--- src/rtl/uart_apb_regfile.sv ---
// UART register bank: APB-facing registers, TX/RX byte FIFOs and the
// interrupt flop that sit between the APB bridge and the UART tx/rx cores.
//
// Handshakes:
//   tx_valid/tx_ready: a byte leaves the TX FIFO on every clock edge where both
//   are high; tx_data is stable while tx_valid is high and tx_ready is low.
//   rx_valid: one-cycle push strobe with no backpressure; a byte that finds the
//   RX FIFO full (and no pop in the same cycle) is dropped and flags rx_ovr.
module uart_apb_regfile #(
    parameter int          ADDR_WD  = 12,
    parameter int          TX_DEPTH = 8,
    parameter int          RX_DEPTH = 8,
    parameter logic [15:0] BAUD_RST = 16'd868
) (
    input  logic               pclk,
    input  logic               preset,
    input  logic [ADDR_WD-1:0] apb_addr,
    input  logic               apb_read_en,
    input  logic               apb_write_en,
    input  logic [31:0]        apb_wdata,
    output logic [31:0]        apb_rdata,
    output logic [7:0]         tx_data,
    output logic               tx_valid,
    input  logic               tx_ready,
    input  logic [7:0]         rx_data,
    input  logic               rx_valid,
    output logic               tx_en,
    output logic               rx_en,
    output logic [15:0]        baud_div,
    output logic               irq
);

    localparam int TX_PW = $clog2(TX_DEPTH);
    localparam int TX_CW = TX_PW + 1;
    localparam int RX_PW = $clog2(RX_DEPTH);
    localparam int RX_CW = RX_PW + 1;
    localparam int WW    = ADDR_WD - 2;

    // Word offsets (byte address >> 2)
    localparam logic [WW-1:0] W_DATA     = WW'(0);
    localparam logic [WW-1:0] W_STATUS   = WW'(1);
    localparam logic [WW-1:0] W_CTRL     = WW'(2);
    localparam logic [WW-1:0] W_BAUD     = WW'(3);
    localparam logic [WW-1:0] W_INT_EN   = WW'(4);
    localparam logic [WW-1:0] W_INT_STAT = WW'(5);

    // ------------------------------------------------------------------
    // Registers
    // ------------------------------------------------------------------
    logic [1:0]        ctrl_q,     ctrl_d;
    logic [15:0]       baud_q,     baud_d;
    logic [3:0]        int_en_q,   int_en_d;
    logic              rx_ovr_q,   rx_ovr_d;
    logic              tx_ovf_q,   tx_ovf_d;
    logic              irq_q,      irq_d;
    logic              rd_phase_q, rd_phase_d;

    logic [7:0]        tx_mem_q [TX_DEPTH];
    logic [TX_PW-1:0]  tx_wr_ptr_q, tx_wr_ptr_d;
    logic [TX_PW-1:0]  tx_rd_ptr_q, tx_rd_ptr_d;
    logic [TX_CW-1:0]  tx_count_q,  tx_count_d;

    logic [7:0]        rx_mem_q [RX_DEPTH];
    logic [RX_PW-1:0]  rx_wr_ptr_q, rx_wr_ptr_d;
    logic [RX_PW-1:0]  rx_rd_ptr_q, rx_rd_ptr_d;
    logic [RX_CW-1:0]  rx_count_q,  rx_count_d;

    // ------------------------------------------------------------------
    // Decode and FIFO status
    // ------------------------------------------------------------------
    logic [WW-1:0] word;
    logic          tx_full, tx_empty, rx_full, rx_empty;
    logic          tx_push_req, tx_push_ok, tx_pop;
    logic          rx_push_req, rx_push_ok, rx_pop;
    logic          w1c_wr;
    logic [3:0]    int_stat;
    logic [7:0]    rx_head;
    logic [31:0]   status_w;
    logic          unused_bits;

    assign word        = apb_addr[ADDR_WD-1:2];
    assign unused_bits = &{1'b0, apb_addr[1:0], apb_wdata[31:16]};

    assign tx_full  = (tx_count_q == TX_CW'(TX_DEPTH));
    assign tx_empty = (tx_count_q == '0);
    assign rx_full  = (rx_count_q == RX_CW'(RX_DEPTH));
    assign rx_empty = (rx_count_q == '0);

    assign tx_en    = ctrl_q[0];
    assign rx_en    = ctrl_q[1];
    assign baud_div = baud_q;
    assign irq      = irq_q;

    assign tx_valid = ~tx_empty & ctrl_q[0];
    assign tx_data  = tx_mem_q[tx_rd_ptr_q];

    // A full TX FIFO rejects the push even if a pop happens in the same cycle.
    assign tx_push_req = apb_write_en & (word == W_DATA);
    assign tx_push_ok  = tx_push_req & ~tx_full;
    assign tx_pop      = tx_valid & tx_ready;

    // RX pop happens on the edge that ends the access phase of a DATA read.
    assign rx_pop      = apb_read_en & rd_phase_q & (word == W_DATA) & ~rx_empty;
    assign rx_push_req = rx_valid & ctrl_q[1];
    assign rx_push_ok  = rx_push_req & (~rx_full | rx_pop);

    assign w1c_wr   = apb_write_en & (word == W_INT_STAT);
    assign int_stat = {tx_ovf_q, rx_ovr_q, tx_empty, ~rx_empty};

    assign rx_head  = rx_empty ? 8'h00 : rx_mem_q[rx_rd_ptr_q];
    assign status_w = {12'b0, 4'(rx_count_q), 4'b0, 4'(tx_count_q),
                       4'b0, rx_empty, rx_full, tx_empty, tx_full};

    // Read mux: combinational from the address, unmapped offsets read 0
    always_comb begin
        apb_rdata = 32'h0;
        case (word)
            W_DATA:     apb_rdata = {24'b0, rx_head};
            W_STATUS:   apb_rdata = status_w;
            W_CTRL:     apb_rdata = {30'b0, ctrl_q};
            W_BAUD:     apb_rdata = {16'b0, baud_q};
            W_INT_EN:   apb_rdata = {28'b0, int_en_q};
            W_INT_STAT: apb_rdata = {28'b0, int_stat};
            default:    apb_rdata = 32'h0;
        endcase
    end

    // Control/config register next state and sticky interrupt flags
    always_comb begin
        ctrl_d   = ctrl_q;
        baud_d   = baud_q;
        int_en_d = int_en_q;
        if (apb_write_en) begin
            if (word == W_CTRL)   ctrl_d   = apb_wdata[1:0];
            if (word == W_BAUD)   baud_d   = apb_wdata[15:0];
            if (word == W_INT_EN) int_en_d = apb_wdata[3:0];
        end
        // Clear first, then set, so a new event in the clearing cycle survives.
        rx_ovr_d = (rx_ovr_q & ~(w1c_wr & apb_wdata[2]))
                 | (rx_push_req & rx_full & ~rx_pop);
        tx_ovf_d = (tx_ovf_q & ~(w1c_wr & apb_wdata[3]))
                 | (tx_push_req & tx_full);
        irq_d    = |(int_stat & int_en_q);
        // Setup/access tracking: toggles through a read, clears between reads
        rd_phase_d = apb_read_en ? ~rd_phase_q : 1'b0;
    end

    // TX FIFO pointer and occupancy next state
    always_comb begin
        tx_wr_ptr_d = tx_wr_ptr_q;
        tx_rd_ptr_d = tx_rd_ptr_q;
        tx_count_d  = tx_count_q;
        if (tx_push_ok) tx_wr_ptr_d = tx_wr_ptr_q + TX_PW'(1);
        if (tx_pop)     tx_rd_ptr_d = tx_rd_ptr_q + TX_PW'(1);
        case ({tx_push_ok, tx_pop})
            2'b10:   tx_count_d = tx_count_q + TX_CW'(1);
            2'b01:   tx_count_d = tx_count_q - TX_CW'(1);
            default: tx_count_d = tx_count_q;
        endcase
    end

    // RX FIFO pointer and occupancy next state
    always_comb begin
        rx_wr_ptr_d = rx_wr_ptr_q;
        rx_rd_ptr_d = rx_rd_ptr_q;
        rx_count_d  = rx_count_q;
        if (rx_push_ok) rx_wr_ptr_d = rx_wr_ptr_q + RX_PW'(1);
        if (rx_pop)     rx_rd_ptr_d = rx_rd_ptr_q + RX_PW'(1);
        case ({rx_push_ok, rx_pop})
            2'b10:   rx_count_d = rx_count_q + RX_CW'(1);
            2'b01:   rx_count_d = rx_count_q - RX_CW'(1);
            default: rx_count_d = rx_count_q;
        endcase
    end

    // State registers with synchronous reset
    always_ff @(posedge pclk) begin
        if (preset) begin
            ctrl_q      <= 2'b00;
            baud_q      <= BAUD_RST;
            int_en_q    <= 4'h0;
            rx_ovr_q    <= 1'b0;
            tx_ovf_q    <= 1'b0;
            irq_q       <= 1'b0;
            rd_phase_q  <= 1'b0;
            tx_wr_ptr_q <= '0;
            tx_rd_ptr_q <= '0;
            tx_count_q  <= '0;
            rx_wr_ptr_q <= '0;
            rx_rd_ptr_q <= '0;
            rx_count_q  <= '0;
        end else begin
            ctrl_q      <= ctrl_d;
            baud_q      <= baud_d;
            int_en_q    <= int_en_d;
            rx_ovr_q    <= rx_ovr_d;
            tx_ovf_q    <= tx_ovf_d;
            irq_q       <= irq_d;
            rd_phase_q  <= rd_phase_d;
            tx_wr_ptr_q <= tx_wr_ptr_d;
            tx_rd_ptr_q <= tx_rd_ptr_d;
            tx_count_q  <= tx_count_d;
            rx_wr_ptr_q <= rx_wr_ptr_d;
            rx_rd_ptr_q <= rx_rd_ptr_d;
            rx_count_q  <= rx_count_d;
        end
    end

    // FIFO storage; contents need no reset since the pointers define validity
    always_ff @(posedge pclk) begin
        if (!preset && tx_push_ok) tx_mem_q[tx_wr_ptr_q] <= apb_wdata[7:0];
        if (!preset && rx_push_ok) rx_mem_q[rx_wr_ptr_q] <= rx_data;
    end

endmodule

--- config.mk ---
export PLATFORM = sky130hd
export DESIGN_NAME = uart_apb_regfile
export DESIGN_NICKNAME = d
export VERILOG_FILES = /design/src/rtl/uart_apb_regfile.sv
export SDC_FILE = /design/constraint.sdc
export NUM_CORES = 1
export LEC_CHECK = 0
export ABC_AREA = 0
export BUFFER_PORTS_ARGS = -buffer_cell sky130_fd_sc_hd__buf_2
export CAP_MARGIN = 0
export CORE_MARGIN = 1.5
export CORE_UTILIZATION = 40
export CTS_BUF_LIST = sky130_fd_sc_hd__clkbuf_2
export CTS_CLUSTER_DIAMETER = 80
export DETAILED_ROUTE_END_ITERATION = 6
export GPL_ROUTABILITY_DRIVEN = 1
export HOLD_SLACK_MARGIN = 0.15
export SETUP_SLACK_MARGIN = 0.3
export SYNTH_ARGS = -nofsm -noshare
export SYNTH_HDL_FRONTEND = slang
export SYNTH_SLANG_ARGS = --single-unit
--- constraint.sdc ---
create_clock -name pclk -period 3.61 [get_ports pclk]
set_input_delay 0.361 -clock pclk [delete_from_list [all_inputs] [get_ports pclk]]
set_output_delay 0.361 -clock pclk [all_outputs]
set_load 0.01 [all_outputs]
==> run summary, run 1 <==
========================================================================================
Result of the run                                                              completed
Multi-input logic area                                                          2570 um2
Placed Cells                                                                         852
Proportion of power drawn by the clock network                                     0.293
RSZ-0062 raised after global routing                                                  no
Final Cycle Share                                                                  0.879
Final-report setup violation count                                                     0
TritonCTS clock tree                                                               built
Max Freq                                                                         315 MHz
Worst Setup End Kind                                                        primary output
Share of power burned in registers                                                 0.670
Starting density of the core                                                       0.408
Pleak                                                                            3.23 nW
Worst Hold Launch                                                           apb_wdata[13]
Final worst setup slack                                                         0.438 ns
Post-Synthesis Cell Area                                                        7660 um2
Total via count in the routed design                                                4936
Number of max-slew violations in the final report                                      0
Ratio of routed vias to standard cells                                              5.28
Cell accounting for the most synthesized area                               sky130_fd_sc_hd__edfxtp_1
FF-to-FF End                                                                rx_count_q[2]
Fin cells                                                                            934
Main flop type after synthesis                                              sky130_fd_sc_hd__edfxtp_1
Total power per unit cell area                                                363 nW/um2
Top cells by area, synth                                                    sky130_fd_sc_hd__edfxtp_1 (50%), sky130_fd_sc_hd__dfxtp_1 (14%), sky130_fd_sc_hd__mux4_2 (9.4%)
Net switching fraction of the power                                                0.249
Maximum number of pins on one net before global-route repair                          35
FF+latch area                                                                   4890 um2
Yosys warning total                                                                    0
DRC violation count after routing                                                      0
Synth cell types                                                                      52
Remaining global-route overflow                                                        0
Number of global-route vias before repair                                           5032
Most common library cell in the layout ignoring fill and taps               sky130_fd_sc_hd__edfxtp_1
Number of cell rows                                                                   50
Fillcell total                                                                      1586
Gate count after technology mapping                                                  541
Overall global routing resource usage                                              0.178
Arrival time of data at the critical path endpoint                               2.81 ns
Reg-to-reg critical path startpoint                                         rx_count_q[0]
Post-CTS setup buffer count                                                            0
Global placement routability congestion                                            0.875
Startpoint kind of the worst setup timing path                                 input pin
Fraction of synthesized cell area taken by the top area cell type                  0.502
Total length of routed wires                                                    16800 um
Count of clock tree sinks                                                            180
Final Hold Viols                                                                       0
Share of layout cells above drive strength 1                                       0.288
Total half-perimeter wirelength after legalization and detailed placement       11300 um
Routed wire length per instance                                                  18.0 um
Global-route wire length before repair                                          26800 um
Synthesis-stage register bit count                                                   180
TritonCTS Buffers                                                                     17
Highest-count cells in the layout ignoring fill and taps                    sky130_fd_sc_hd__edfxtp_1 (128), sky130_fd_sc_hd__buf_2 (87), sky130_fd_sc_hd__nand2_1 (66)
Port bufs                                                                             87
Drt pass-1 iters                                                                       5
Worst Max-Slew Pin Slew                                                         0.865 ns
I/O pin total                                                                        118
Worst reg-to-reg setup slack                                                     0.61 ns
Worst Setup Path Type                                                       input pin to primary output
Die Span Y                                                                        141 um
Number of cells on the worst reg-to-reg path                                           9
DRC violation total after the first TritonRoute iteration                            357
Maxcap violations                                                                      0
Number of enable-type register cells in the synthesized netlist                      128
Share of synthesized flip-flops with an asynchronous set or reset                      0
Largest driver fanout on the critical path                                             8
Area added between synthesis and finish                                            18.6%
Number of cells traversed by the worst hold path                                       4
Number of antenna violations at the first check in global routing                      1
Maximum buffer depth of the clock tree                                                 2
Max transition margin                                                              0.423
Min-delay worst type                                                        input pin to register
Die W                                                                             141 um
Maximum vdd drop                                                                0.159 mV
Deepest level of the CTS H-tree                                                        4
Area of the die                                                                20000 um2
Insertion delay of the later-clocked pin in the worst-skew pair                  0.76 ns
Root buffer cell                                                            sky130_fd_sc_hd__clkbuf_2
Layout net count                                                                     752
Fraction of the yosys area taken by sequential cells                               0.638
Minimum clock period after layout                                                3.17 ns
P_int                                                                            2.48 mW
Setup_tns                                                                           0 ns
Reg clk slew, reported paths                                                     0.26 ns
Logic gate share of total power                                                    0.037
Hold-critical path endpoint                                                 baud_div[13]
Required time at the worst-slack endpoint                                        3.25 ns
Total net switching power                                                       0.822 mW
Final worst clock skew                                                         0.0466 ns
Setup Slack @ Placement                                                         0.436 ns
Final antenna-violating net count                                                      0
Standard cell core area                                                        18800 um2
Average cell area after synthesis                                               14.2 um2
========================================================================================
==> synthesized netlist by cell type (6+ instances only) <==
cell,count
sky130_fd_sc_hd__mux2_2,11
sky130_fd_sc_hd__xor2_1,8
sky130_fd_sc_hd__nor2_1,39
sky130_fd_sc_hd__nand2_1,66
sky130_fd_sc_hd__mux2i_1,17
sky130_fd_sc_hd__and2_1,6
sky130_fd_sc_hd__ha_1,8
sky130_fd_sc_hd__clkbuf_1,22
sky130_fd_sc_hd__nand3b_1,8
sky130_fd_sc_hd__mux4_2,32
sky130_fd_sc_hd__buf_4,13
sky130_fd_sc_hd__dfxtp_1,52
sky130_fd_sc_hd__o21ai_0,11
sky130_fd_sc_hd__or4_1,6
sky130_fd_sc_hd__xnor2_1,7
sky130_fd_sc_hd__a21oi_1,27
sky130_fd_sc_hd__edfxtp_1,128
==> registers in the layout (all words and copies together), names as in the netlist, 2 cells and up, named ones only <==
signal and flops:
rx_mem_q 64, tx_mem_q 64, baud_div 16, int_en_q 4
rx_count_q 4, tx_count_q 4, rx_rd_ptr_q 3, rx_wr_ptr_q 3
tx_rd_ptr_q 3, tx_wr_ptr_q 3, ctrl_q 2
==> routing by layer <==
layer | global-route usage | vias up | share of wire
met1 | 0.237 | 2433 | 0.46
met3 | 0.0418 | 25 | 0.048
li1 | - | 2305 | -
met5 | 0 | - | 0
met4 | 0.0657 | 0 | 0.020
met2 | 0.286 | 173 | 0.47
==> worst max-delay path by stage <==
stage | cells after the start | startpoint | end | slack (ns)
final | 8 | apb_addr[7] | apb_rdata[0] | 0.44
after global routing | 5 | rx_count_q[0] | apb_rdata[0] | 0.31
after CTS | 5 | register | apb_rdata[6] | 0.32
after detailed placement | 11 | apb_addr[4] | tx_count_q[2] | 0.44
after global placement | 11 | apb_addr[4] | tx_count_q[2] | 0.52
after floorplan | 11 | apb_addr[7] | tx_count_q[2] | 0.79
==> logic make-up (layout without fill, tap and decap cells) <==
kind of cell,count (synthesis),count (layout),synth area share
AOI/OAI and AO/OA,52,52,0.0400
DFF,180,180,0.638
muxes,61,61,0.134
and+or+nand+nor,178,178,0.125
adders and majority gates,8,8,0.0131
buffers and inverters,46,193,0.0325
other,1,13,0.000489
xor gates and xnor gates,15,15,0.0171
==> worst max-delay path, cell delays in order <==
cell and delay (ns):
sky130_fd_sc_hd__dlygate4sd3_1 0.53, sky130_fd_sc_hd__buf_2 0.13, sky130_fd_sc_hd__or4_1 0.60, sky130_fd_sc_hd__buf_4 0.21, sky130_fd_sc_hd__nor4_4 0.43, sky130_fd_sc_hd__a22oi_1 0.18
sky130_fd_sc_hd__o21ai_0 0.17, sky130_fd_sc_hd__buf_2 0.19
==> metrics by stage <==
stage,area [um2],util,power [mW],hold slack (ns)
floorplan,7700,-,2.30,0.413
global placement,8360,0.446,2.33,0.429
detailed placement,8360,0.446,2.34,0.434
CTS,9080,0.484,3.34,0.294
global route,9080,0.484,3.44,0.284
finish,9080,0.484,3.30,0.389
==> power groups by stage <==
stage / combinational (mW) / sequential, mW / clock [mW]
finish: 0.121 / 2.21 / 0.966
global route: 0.133 / 2.21 / 1.09
CTS: 0.120 / 2.21 / 1.01
detailed placement: 0.0867 / 2.25 / 0
global placement: 0.0816 / 2.25 / 0
floorplan: 0.0429 / 2.25 / 0
==> final cells by class <==
| class | instances | area share |
|---|---|---|
| multi-input combinational | 326 | 0.283 |
| clock inverter | 15 | 0.0156 |
| inverter | 2 | 0.000826 |
| timing repair buffer | 159 | 0.121 |
| sequential | 180 | 0.538 |
| antenna | 1 | 0.000275 |
| tap | 234 | 0.0322 |
| clock buffer | 17 | 0.00937 |
==> repair_timing <==
item	4_1_cts	5_1_grt
hold endpoints to repair	171	0
hold buffers	49	0
gates resized for setup	0	2
setup endpoints to repair	0	4
No activity file was read; power rests on OpenSTA's default activity.
==> inputs of run 2 (changes only) <==
Settings changed: ABC_AREA 0 to 1.
==> run 2 against run 1 <==
Final cell count is 21% higher. Flip-flop and latch count unchanged. Cell area rose by 0.62%. Critical endpoint is now apb_rdata[1].
==> run summary, run 2 <==
========================================================================================
Result of the run                                                              completed
I/O pin total                                                                        118
Top cells by area, synth                                                    sky130_fd_sc_hd__edfxtp_1 (50%), sky130_fd_sc_hd__dfxtp_1 (14%), sky130_fd_sc_hd__nor2_1 (6.7%)
Max transition margin                                                              0.422
Critical path depth                                                                    8
Buffering stage count on the worst path with inverters included                        4
Number of antenna violations at the first check in global routing                      0
Port bufs                                                                             87
Net switching fraction of the power                                                0.226
Layout net count                                                                     945
Synth cell types                                                                      41
P_int                                                                            2.66 mW
Most numerous cell in the Yosys netlist                                     sky130_fd_sc_hd__nor2_1
Worst Setup End Kind                                                        primary output
Pleak                                                                            3.45 nW
Remaining global-route overflow                                                        0
Main flop type after synthesis                                              sky130_fd_sc_hd__edfxtp_1
Cell family with the largest share of critical-path delay                   buffers and inverters
Slowest-stage cell, CP                                                      sky130_fd_sc_hd__dfxtp_1
Post-CTS setup buffer count                                                            0
Final worst clock skew                                                         0.0412 ns
Ratio of routed vias to standard cells                                              5.09
Worst reg-to-reg setup slack                                                     1.24 ns
Total net switching power                                                       0.775 mW
Stage delay of the slowest cell on the critical path                             0.38 ns
Maximum buffer depth of the clock tree                                                 2
Highest-count cells in the layout ignoring fill and taps                    sky130_fd_sc_hd__nor2_1 (136), sky130_fd_sc_hd__edfxtp_1 (128), sky130_fd_sc_hd__o21ai_0 (95)
TritonCTS clock tree                                                               built
Maximum number of pins on one net before global-route repair                          34
Count of clock tree sinks                                                            180
Area of the die                                                                19900 um2
Global placement routability congestion                                            0.843
Die W                                                                             141 um
Placed Cells                                                                        1046
Reg clk slew, reported paths                                                     0.24 ns
Worst Hold Launch                                                            apb_addr[5]
Logic gate share of total power                                                    0.033
Share of synthesized flip-flops with an asynchronous set or reset                      0
Number of cell rows                                                                   50
Max Freq                                                                         337 MHz
Synthesis-stage register bit count                                                   180
Worst Max-Slew Pin Slew                                                         0.863 ns
Die Span Y                                                                        141 um
Total half-perimeter wirelength after legalization and detailed placement       12100 um
Fin cells                                                                           1126
Overall global routing resource usage                                              0.194
Cell accounting for the most synthesized area                               sky130_fd_sc_hd__edfxtp_1
Total power per unit cell area                                                376 nW/um2
Insertion delay of the later-clocked pin in the worst-skew pair                  0.74 ns
Setup_tns                                                                           0 ns
Cell-by-cell listing of the critical path                                   buf_6 > inv_1 > buf_4 > o21ai_0 > o22ai_1 > o21ai_0 > o221ai_1 > buf_2
Maxcap violations                                                                      0
Minimum clock period after layout                                                2.97 ns
Post-Synthesis Cell Area                                                        7640 um2
Inserted Diodes                                                                        0
Deepest level of the CTS H-tree                                                        4
Min-delay worst type                                                        input pin to register
Number of global-route vias before repair                                           5433
Total via count in the routed design                                                5730
Drt pass-1 iters                                                                       5
Startpoint kind of the worst setup timing path                                  register
TritonCTS Buffers                                                                     17
FF-to-FF End                                                                tx_count_q[2]
Number of cells on the worst reg-to-reg path                                          13
Share of layout cells above drive strength 1                                       0.183
Proportion of power drawn by the clock network                                     0.324
Cell types with the highest counts after synthesis                          sky130_fd_sc_hd__nor2_1 (136), sky130_fd_sc_hd__edfxtp_1 (128), sky130_fd_sc_hd__o21ai_0 (95)
DRC violation total after the first TritonRoute iteration                            431
Starting density of the core                                                       0.408
Area added between synthesis and finish                                            19.7%
Maximum vdd drop                                                                0.176 mV
Most common library cell in the layout ignoring fill and taps               sky130_fd_sc_hd__nor2_1
Routed wire length per instance                                                  16.5 um
Number of max-slew violations in the final report                                      0
Largest driver fanout on the critical path                                            33
Number of enable-type register cells in the synthesized netlist                      128
Total length of routed wires                                                    18500 um
Root buffer cell                                                            sky130_fd_sc_hd__clkbuf_2
Final Cycle Share                                                                  0.823
Share of power burned in registers                                                 0.644
Fraction of the yosys area taken by sequential cells                               0.640
Fraction of synthesized cell area taken by the top area cell type                  0.503
Reg-to-reg critical path startpoint                                         tx_count_q[1]
Final antenna-violating net count                                                      0
RSZ-0062 raised after global routing                                                  no
Standard cell core area                                                        18700 um2
DRC violation count after routing                                                      0
Gate count after technology mapping                                                  731
Arrival time of data at the critical path endpoint                               2.61 ns
Final-report setup violation count                                                     0
Yosys warning total                                                                    0
Capturing element of the worst setup path                                   apb_rdata[1]
Global-route wire length before repair                                          29200 um
Average cell area after synthesis                                               10.4 um2
Required time at the worst-slack endpoint                                        3.25 ns
Final Hold Viols                                                                       0
Worst Setup Path Type                                                       register to primary output
Critical Path Most Common Cell                                              sky130_fd_sc_hd__o21ai_0
========================================================================================
run 2: cell count changes in the layout (fill, tap and decap cells not counted), moves of 16 or more:
cell                      delta
sky130_fd_sc_hd__nor2_1     +97
sky130_fd_sc_hd__mux4_2     -32
sky130_fd_sc_hd__inv_1      +61
sky130_fd_sc_hd__nand3_1    +21
sky130_fd_sc_hd__o21ai_0    +84
sky130_fd_sc_hd__nand2_1    -16
sky130_fd_sc_hd__o22ai_1    +16
run 2: cell families (layout without fill, tap and decap cells):
family	count (synthesis)	count (layout)	share of synthesized area
mux	2	2	0.00262
fa+ha+maj	8	8	0.0131
buf+inv	107	257	0.0590
simple gates	247	247	0.143
other cells	1	12	0.000491
compound gates	177	177	0.132
xor+xnor	9	9	0.0103
flops	180	180	0.640
run 2: worst min path at each step:
| stage | slack, ns | end | cells past startpoint |
|---|---|---|---|
| after floorplan | 0.39 | rd_phase_q | 1 |
| after global placement | 0.40 | rd_phase_q | 1 |
| after detailed placement | 0.40 | rd_phase_q | 1 |
| after CTS | 0.15 | rx_wr_ptr_q[1] | 5 |
| after global routing | 0.20 | tx_wr_ptr_q[2] | 8 |
| final | 0.23 | tx_wr_ptr_q[2] | 8 |
run 2: power by group through the flow:
stage	registers (mW)	clock network, mW	logic, mW
2_1_floorplan	2.25	0	0.0345
3_3_place_gp	2.25	0	0.0781
3_5_place_dp	2.25	0	0.0795
4_1_cts	2.21	1.14	0.111
5_1_grt	2.21	1.22	0.124
6_report	2.21	1.11	0.112
run 2: layer usage:
| layer | share of wire | global-route usage | vias up |
|---|---|---|---|
| met5 | 0 | 0 | - |
| met4 | 0.0089 | 0.0515 | 0 |
| met3 | 0.048 | 0.0363 | 16 |
| met2 | 0.48 | 0.318 | 175 |
| met1 | 0.46 | 0.264 | 2695 |
| li1 | - | - | 2844 |
run 2: tightest hold or removal path, stage by stage:
cell and delay (ns):
sky130_fd_sc_hd__buf_2 0.09, sky130_fd_sc_hd__nor2_1 0.05, sky130_fd_sc_hd__nand2_2 0.13, sky130_fd_sc_hd__nor2_4 0.09, sky130_fd_sc_hd__inv_2 0.07, sky130_fd_sc_hd__nor3_4 0.05, sky130_fd_sc_hd__nand2_1 0.05, sky130_fd_sc_hd__a21oi_1 0.06
run 2: area by class of cell:
class	count	area [um2]
fill	1731	9570
sequential	180	4880
clock inverter	14	178
clock buffer	18	90.1
multi-input combinational	455	2350
tap	234	293
timing repair buffer	157	1080
inverter	68	255
run 2: what timing repair did:
action,4_1_cts,5_1_grt
hold buffers,47,1
resized for setup,0,1
hold endpoints to repair,173,1
setup endpoints to repair,0,2
run 2: through the flow:
stage          hold WS (ns)  power [mW]   util  area (um2)  worst slack (ns)
2_1_floorplan         0.390        2.29      -        7680              1.24
3_3_place_gp          0.396        2.33  0.448        8390              1.09
3_5_place_dp          0.401        2.33  0.448        8390              1.03
4_1_cts               0.151        3.46  0.488        9130             0.495
5_1_grt               0.198        3.55  0.489        9140             0.311
6_report              0.232        3.43  0.489        9140             0.639
